===== src/rtl/l15_req_bridge_pkg.sv =====
// rtl/l15_req_bridge_pkg.sv - shared defaults and sizing helper for the L1.5 request bridge
package l15_req_bridge_pkg;

    localparam int L15_BRIDGE_REQ_W           = 256;
    localparam int L15_BRIDGE_DEPTH           = 4;
    localparam int L15_BRIDGE_MAX_OUTSTANDING = 8;

    // Counter must be able to hold MAX_OUTSTANDING itself, not just MAX_OUTSTANDING-1
    function automatic int l15_cnt_width(input int max_outstanding);
        return $clog2(max_outstanding + 1);
    endfunction

endpackage


===== src/rtl/l15_bridge_fifo.sv =====
// rtl/l15_bridge_fifo.sv - generic synchronous FIFO with wrap-bit full/empty and head data
module l15_bridge_fifo
#(
    parameter int WIDTH = 256,
    parameter int DEPTH = 4
) (
    input  logic             clk_i,
    input  logic             reset_l,
    input  logic             push,
    input  logic [WIDTH-1:0] wdata,
    input  logic             pop,
    output logic             full,
    output logic             empty,
    output logic [WIDTH-1:0] head
);

    localparam int AW = $clog2(DEPTH);

    logic [AW:0]      wr_ptr_q;
    logic [AW:0]      rd_ptr_q;
    logic [WIDTH-1:0] mem_q [DEPTH];
    logic             do_push;
    logic             do_pop;

    assign empty   = (wr_ptr_q == rd_ptr_q);
    assign full    = (wr_ptr_q[AW] != rd_ptr_q[AW]) &&
                     (wr_ptr_q[AW-1:0] == rd_ptr_q[AW-1:0]);
    assign head    = mem_q[rd_ptr_q[AW-1:0]];
    assign do_push = push & ~full;
    assign do_pop  = pop & ~empty;

    // Storage is cleared on reset so the head output reads zero until the first push
    always_ff @(posedge clk_i or negedge reset_l) begin
        if (!reset_l) begin
            wr_ptr_q <= '0;
            rd_ptr_q <= '0;
            for (int i = 0; i < DEPTH; i++) begin
                mem_q[i] <= '0;
            end
        end else begin
            if (do_push) begin
                mem_q[wr_ptr_q[AW-1:0]] <= wdata;
                wr_ptr_q                <= wr_ptr_q + {{AW{1'b0}}, 1'b1};
            end
            if (do_pop) begin
                rd_ptr_q <= rd_ptr_q + {{AW{1'b0}}, 1'b1};
            end
        end
    end

endmodule


===== src/rtl/l15_req_bridge.sv =====
// rtl/l15_req_bridge.sv - core-to-L1.5 request decoupling FIFO with outstanding limit; optional L15_REQ_BRIDGE_BYPASS_EN
module l15_req_bridge
    import l15_req_bridge_pkg::*;
#(
    parameter int REQ_W           = L15_BRIDGE_REQ_W,
    parameter int DEPTH           = L15_BRIDGE_DEPTH,
    parameter int MAX_OUTSTANDING = L15_BRIDGE_MAX_OUTSTANDING,
    parameter int CNT_W           = l15_cnt_width(MAX_OUTSTANDING)
) (
    input  logic             clk_i,
    input  logic             reset_l,
    input  logic             core_req_val_i,
    input  logic [REQ_W-1:0] core_req_data_i,
    output logic             core_req_ack_o,
    output logic             l15_req_val_o,
    output logic [REQ_W-1:0] l15_req_data_o,
    input  logic             l15_req_ack_i,
    input  logic             rtrn_done_i,
    output logic [CNT_W-1:0] outstanding_o,
    output logic             busy_o,
    output logic             err_o
);

    logic             fifo_full;
    logic             fifo_empty;
    logic             fifo_push;
    logic             fifo_pop;
    logic [REQ_W-1:0] fifo_head;
    logic [CNT_W-1:0] cnt_q;
    logic             err_q;
    logic             credit_ok;
    logic             accept;
    logic             issue;

    assign credit_ok = (cnt_q < CNT_W'(MAX_OUTSTANDING));
    // Reset gating keeps the ack quiet while reset_l is low even if the core holds val
    assign accept    = reset_l & core_req_val_i & ~fifo_full;
    assign issue     = l15_req_val_o & l15_req_ack_i;

`ifdef L15_REQ_BRIDGE_BYPASS_EN
    logic bypass_sel;

    assign bypass_sel     = reset_l & fifo_empty & credit_ok;
    assign l15_req_val_o  = bypass_sel ? core_req_val_i : (~fifo_empty & credit_ok);
    assign l15_req_data_o = bypass_sel ? core_req_data_i : fifo_head;
    assign fifo_push      = accept & ~(bypass_sel & l15_req_ack_i);
    assign fifo_pop       = issue & ~fifo_empty;
`else
    assign l15_req_val_o  = ~fifo_empty & credit_ok;
    assign l15_req_data_o = fifo_head;
    assign fifo_push      = accept;
    assign fifo_pop       = issue;
`endif

    assign core_req_ack_o = accept;

    l15_bridge_fifo #(
        .WIDTH (REQ_W),
        .DEPTH (DEPTH)
    ) u_fifo (
        .clk_i   (clk_i),
        .reset_l (reset_l),
        .push    (fifo_push),
        .wdata   (core_req_data_i),
        .pop     (fifo_pop),
        .full    (fifo_full),
        .empty   (fifo_empty),
        .head    (fifo_head)
    );

    // A completion with nothing in flight is a protocol underflow: hold count, latch error
    always_ff @(posedge clk_i or negedge reset_l) begin
        if (!reset_l) begin
            cnt_q <= '0;
            err_q <= 1'b0;
        end else if (issue && !rtrn_done_i) begin
            cnt_q <= cnt_q + CNT_W'(1);
        end else if (!issue && rtrn_done_i) begin
            if (cnt_q != '0) begin
                cnt_q <= cnt_q - CNT_W'(1);
            end else begin
                err_q <= 1'b1;
            end
        end
    end

    assign outstanding_o = cnt_q;
    assign err_o         = err_q;
    assign busy_o        = ~fifo_empty | (cnt_q != '0);

endmodule


===== config.mk =====
export PLATFORM = sky130hd
export DESIGN_NAME = l15_req_bridge
export DESIGN_NICKNAME = d
export VERILOG_FILES = /design/src/rtl/l15_req_bridge_pkg.sv /design/src/rtl/l15_bridge_fifo.sv /design/src/rtl/l15_req_bridge.sv
export SDC_FILE = /design/constraint.sdc
export NUM_CORES = 1
export LEC_CHECK = 0
export ABC_AREA = 1
export BUFFER_PORTS_ARGS = -buffer_cell sky130_fd_sc_hd__buf_4
export CORE_ASPECT_RATIO = 1.75
export CORE_MARGIN = 10
export CORE_UTILIZATION = 45
export DETAILED_ROUTE_END_ITERATION = 6
export SLEW_MARGIN = 10
export SYNTH_ARGS = -nofsm -noshare
export SYNTH_HDL_FRONTEND = slang
export SYNTH_HIERARCHICAL = 1
export SYNTH_SLANG_ARGS = --single-unit
export TNS_END_PERCENT = 50

===== constraint.sdc =====
create_clock -name clk_i -period 3.92 [get_ports clk_i]
set_input_delay 0.196 -clock clk_i [delete_from_list [all_inputs] [get_ports clk_i]]
set_output_delay 0.196 -clock clk_i [all_outputs]
set_load 0.01 [all_outputs]

==> summary.md <==
| Metric | Value |
|---|---|
| Root buffer cell | clkbuf_16 |
| Cells after Synth | 6105 |
| Final #Nets | 6727 |
| Routed WL per cell | 22.0 um |
| Leading area contributor after synthesis | dfrtp_1 |
| Number of synthesized register bits | 1035 |
| Min Tclk post-route | 3730 ps |
| Initial antenna violation count | 23 |
| Share of cells above drive strength 1 | 0.121 |
| Crit-path most repeated cell | buf_4 |
| Largest stage delay on the critical path | 730 ps |
| Inst Count DP | 7551 |
| Drc violations | 0 |
| PortBufs | 524 |
| Io pins | 525 |
| Adder-cell share of the synthesized area | 0.00269 |
| Worst relative slew slack | 0.258 |
| Share of the clock period used by the worst path | 0.952 |
| Max cap viols | 0 |
| Routed Antenna Nets | 0 |
| Final HPWL DP | 94000 um |
| HP Class | in -> async |
| Area share of the largest cell type after synthesis | 0.525 |
| Largest net degree at the start of global routing | 224 |
| Top cells by area, synth | dfrtp_1 52%, nand2_1 16%, nand4_1 13% |
| Mapped Area | 49300 sq um |
| Core area | 109000 sq um |
| TritonCTS clock tree | built |
| Syn_area_per_cell | 8.08 sq um |
| Run status | finished clean |
| Worst Skew | 27.5 ps |
| Post-synthesis simple-gate area fraction | 0.330 |
| # H-tree levels | 3 |
| Seq/Total Area, Yosys | 0.525 |
| Setup repair after global routing missed its margin | no |
| Total gr overflow | 0 |
| Setup Fix Bufs, Post-CTS | 0 |
| Row cnt | 160 |
| Setup TNS | 0 ps |
| Req. time, crit path | 3720 ps |
| Synth Area in Compound Gates | 0.0846 |
| Worst-path clk slew | 70 ps |
| Worst-path fanout max | 64 |
| Fin. max-slew vios | 0 |
| First-pass DRT Iterations | 6 |
| Synth Net Count | 6376 |
| Iter 0 DRT Violations | 4694 |
| Synth warn | 6 |
| Gpl congestion | 0.807 |
| Area growth syn-to-layout | 21.0% |
| Crit end category | primary output |
| Clk sinks | 1035 |
| Number of global-route vias before repair | 46654 |
| VDD IR-drop max | 0.786 mV |
| Initial Utilization | 0.454 |
| Kind of critical path | reg -> out |
| CP max-delay cell | buf_4 |
| Crit start category | register |
| Primary FF master, synth | dfrtp_1 |
| Slack of the worst reg-to-reg path | 930 ps |
| Synth async-reset ratio | 1.00 |
| Via count | 47183 |
| Clock buffer depth | 3 |
| Leak | 29.7 nW |
| Vias per cell | 5.89 |
| GRT Util Overall | 0.275 |
| First-pass GRT wire length | 276000 um |
| CP arrival | 3540 ps |
| Synth unique cells | 25 |
| Mux cell area share after synthesis | 0 |
| XOR/XNOR Fraction of Synth Area | 0.000862 |
| Combinational family with the most area after synthesis | simple AND/OR/NAND/NOR gates |
| Final setup viols | 0 |
| Die extent in y | 458 um |
| Worst-Margin Slew | 1110 ps |
| Crit path cell chain | buf_4 > buf_4 > o21ai_0 > o22ai_1 > buf_4 |
| Die Footprint | 124000 sq um |
| Count leader, synth | nand2_1 |
| Drt total wl | 176000 um |
| WHS | 218 ps |
| PD cells | 917 nW/um^2 |
| Fin. Hold Viols | 0 |
| Synth top cells by count | 2085 x nand2_1, 1035 x dfrtp_1, 1025 x nand4_1, 516 x nor2_1, 513 x o21ai_0 |
| Highest clock rate | 268 MHz |
| Clk_lat worst skew | 710 ps |
| Total CTS buffers | 100 |
| Non-Filler Instances | 8006 |
| Die X | 270 um |
| Post-synth EDFFs | 0 |
## power breakdown
| part | internal [mW] | switching (mW) | total (mW) |
|---|---|---|---|
| combinational | 8.83 | 17.4 | 26.2 |
| sequential | 15.7 | 2.63 | 18.4 |
| clock | 5.80 | 4.34 | 10.1 |
## per-stage QoR
stage          utilization  power, mW  setup WS (ps)  instance area, sq um
6_report             0.549       54.7            188                 59700
2_1_floorplan            -       33.3           1360                 49300
4_1_cts              0.549       54.9            140                 59700
5_1_grt              0.549       58.5           57.7                 59700
3_5_place_dp         0.494       44.4            945                 53700
3_3_place_gp         0.494       44.1            930                 53700
## cells in the final DEF (no fill, tap or decap), types with 16 or more instances in the layout
| master | instances |
|---|---|
| nand2_1 | 2085 |
| dfrtp_1 | 1033 |
| nand4_1 | 1025 |
| buf_4 | 572 |
| nor2_1 | 515 |
| o21ai_0 | 513 |
| dlygate4sd3_1 | 261 |
| o22ai_1 | 256 |
| clkbuf_16 | 102 |
| buf_12 | 41 |
| clkbuf_1 | 24 |
| clkbuf_8 | 23 |
| diode_2 | 16 |
## what timing repair did
action | 4_1_cts | 5_1_grt
endpoints found under the setup margin | 0 | 1
gates resized for setup | 0 | 1
hold endpoints to repair | 1257 | 0
hold buffers | 261 | 0
## layer usage
metal | vias to the layer above | wire length, um | global-route usage
met4 | 20 | 4510 | 0.0891
met1 | 23477 | 74800 | 0.370
met3 | 262 | 12100 | 0.0456
met2 | 1684 | 84400 | 0.447
li1 | 21740 | - | -
met5 | - | 124 | 0
## worst max-delay path, delay by kind of cell (launching register included)
kind	cells	cell delay, ps
AO/OA/AOI/OAI	2	610
buffers and inverters	3	1620
flip-flops	1	460
## area by class of cell
cell class | instances | area, sq um
Antenna cell | 16 | 40.0
Clock buffer | 149 | 2960
Clock inverter | 29 | 407
Fill cell | 10323 | 49000
Inverter | 16 | 75.1
Multi-Input combinational cell | 4427 | 20700
Sequential cell | 1035 | 25900
Tap cell | 1458 | 1820
Timing Repair Buffer | 876 | 7750
## path summary, 6_finish.rpt
kind | from | to | cells past startpoint
max | u_fifo/rd_ptr_q[1]$_DFFE_PN0P_ | l15_req_data_o[86] | 5
min | reset_l | u_fifo/mem_q[792]$_DFFE_PN0P_ | 3
max reg2reg | u_fifo/rd_ptr_q[1]$_DFFE_PN0P_ | outstanding_o[3]$_DFFE_PN0P_ | 16
min reg2reg | u_fifo/mem_q[561]$_DFFE_PN0P_ | u_fifo/mem_q[561]$_DFFE_PN0P_ | 2
max in group asynchronous | reset_l | u_fifo/mem_q[744]$_DFFE_PN0P_ | 4
min in group clk_i | core_req_val_i | u_fifo/mem_q[959]$_DFFE_PN0P_ | 6
## flip-flops by register name, indices dropped and copies added (netlist names)
register and count:
u_fifo/rd_ptr_q 3, outstanding_o 4, u_fifo/wr_ptr_q 3, err_o 1, u_fifo/mem_q 1024
## cells by family after synthesis
logic type | count (synthesis)
flip-flops | 1035
AO/OA/AOI/OAI | 770
AND/OR/NAND/NOR | 3643
buffers and inverters | 643
XOR/XNOR | 4
adder cells (fa/ha/maj) | 10
Note: power is estimated with default switching activity, not from simulation.
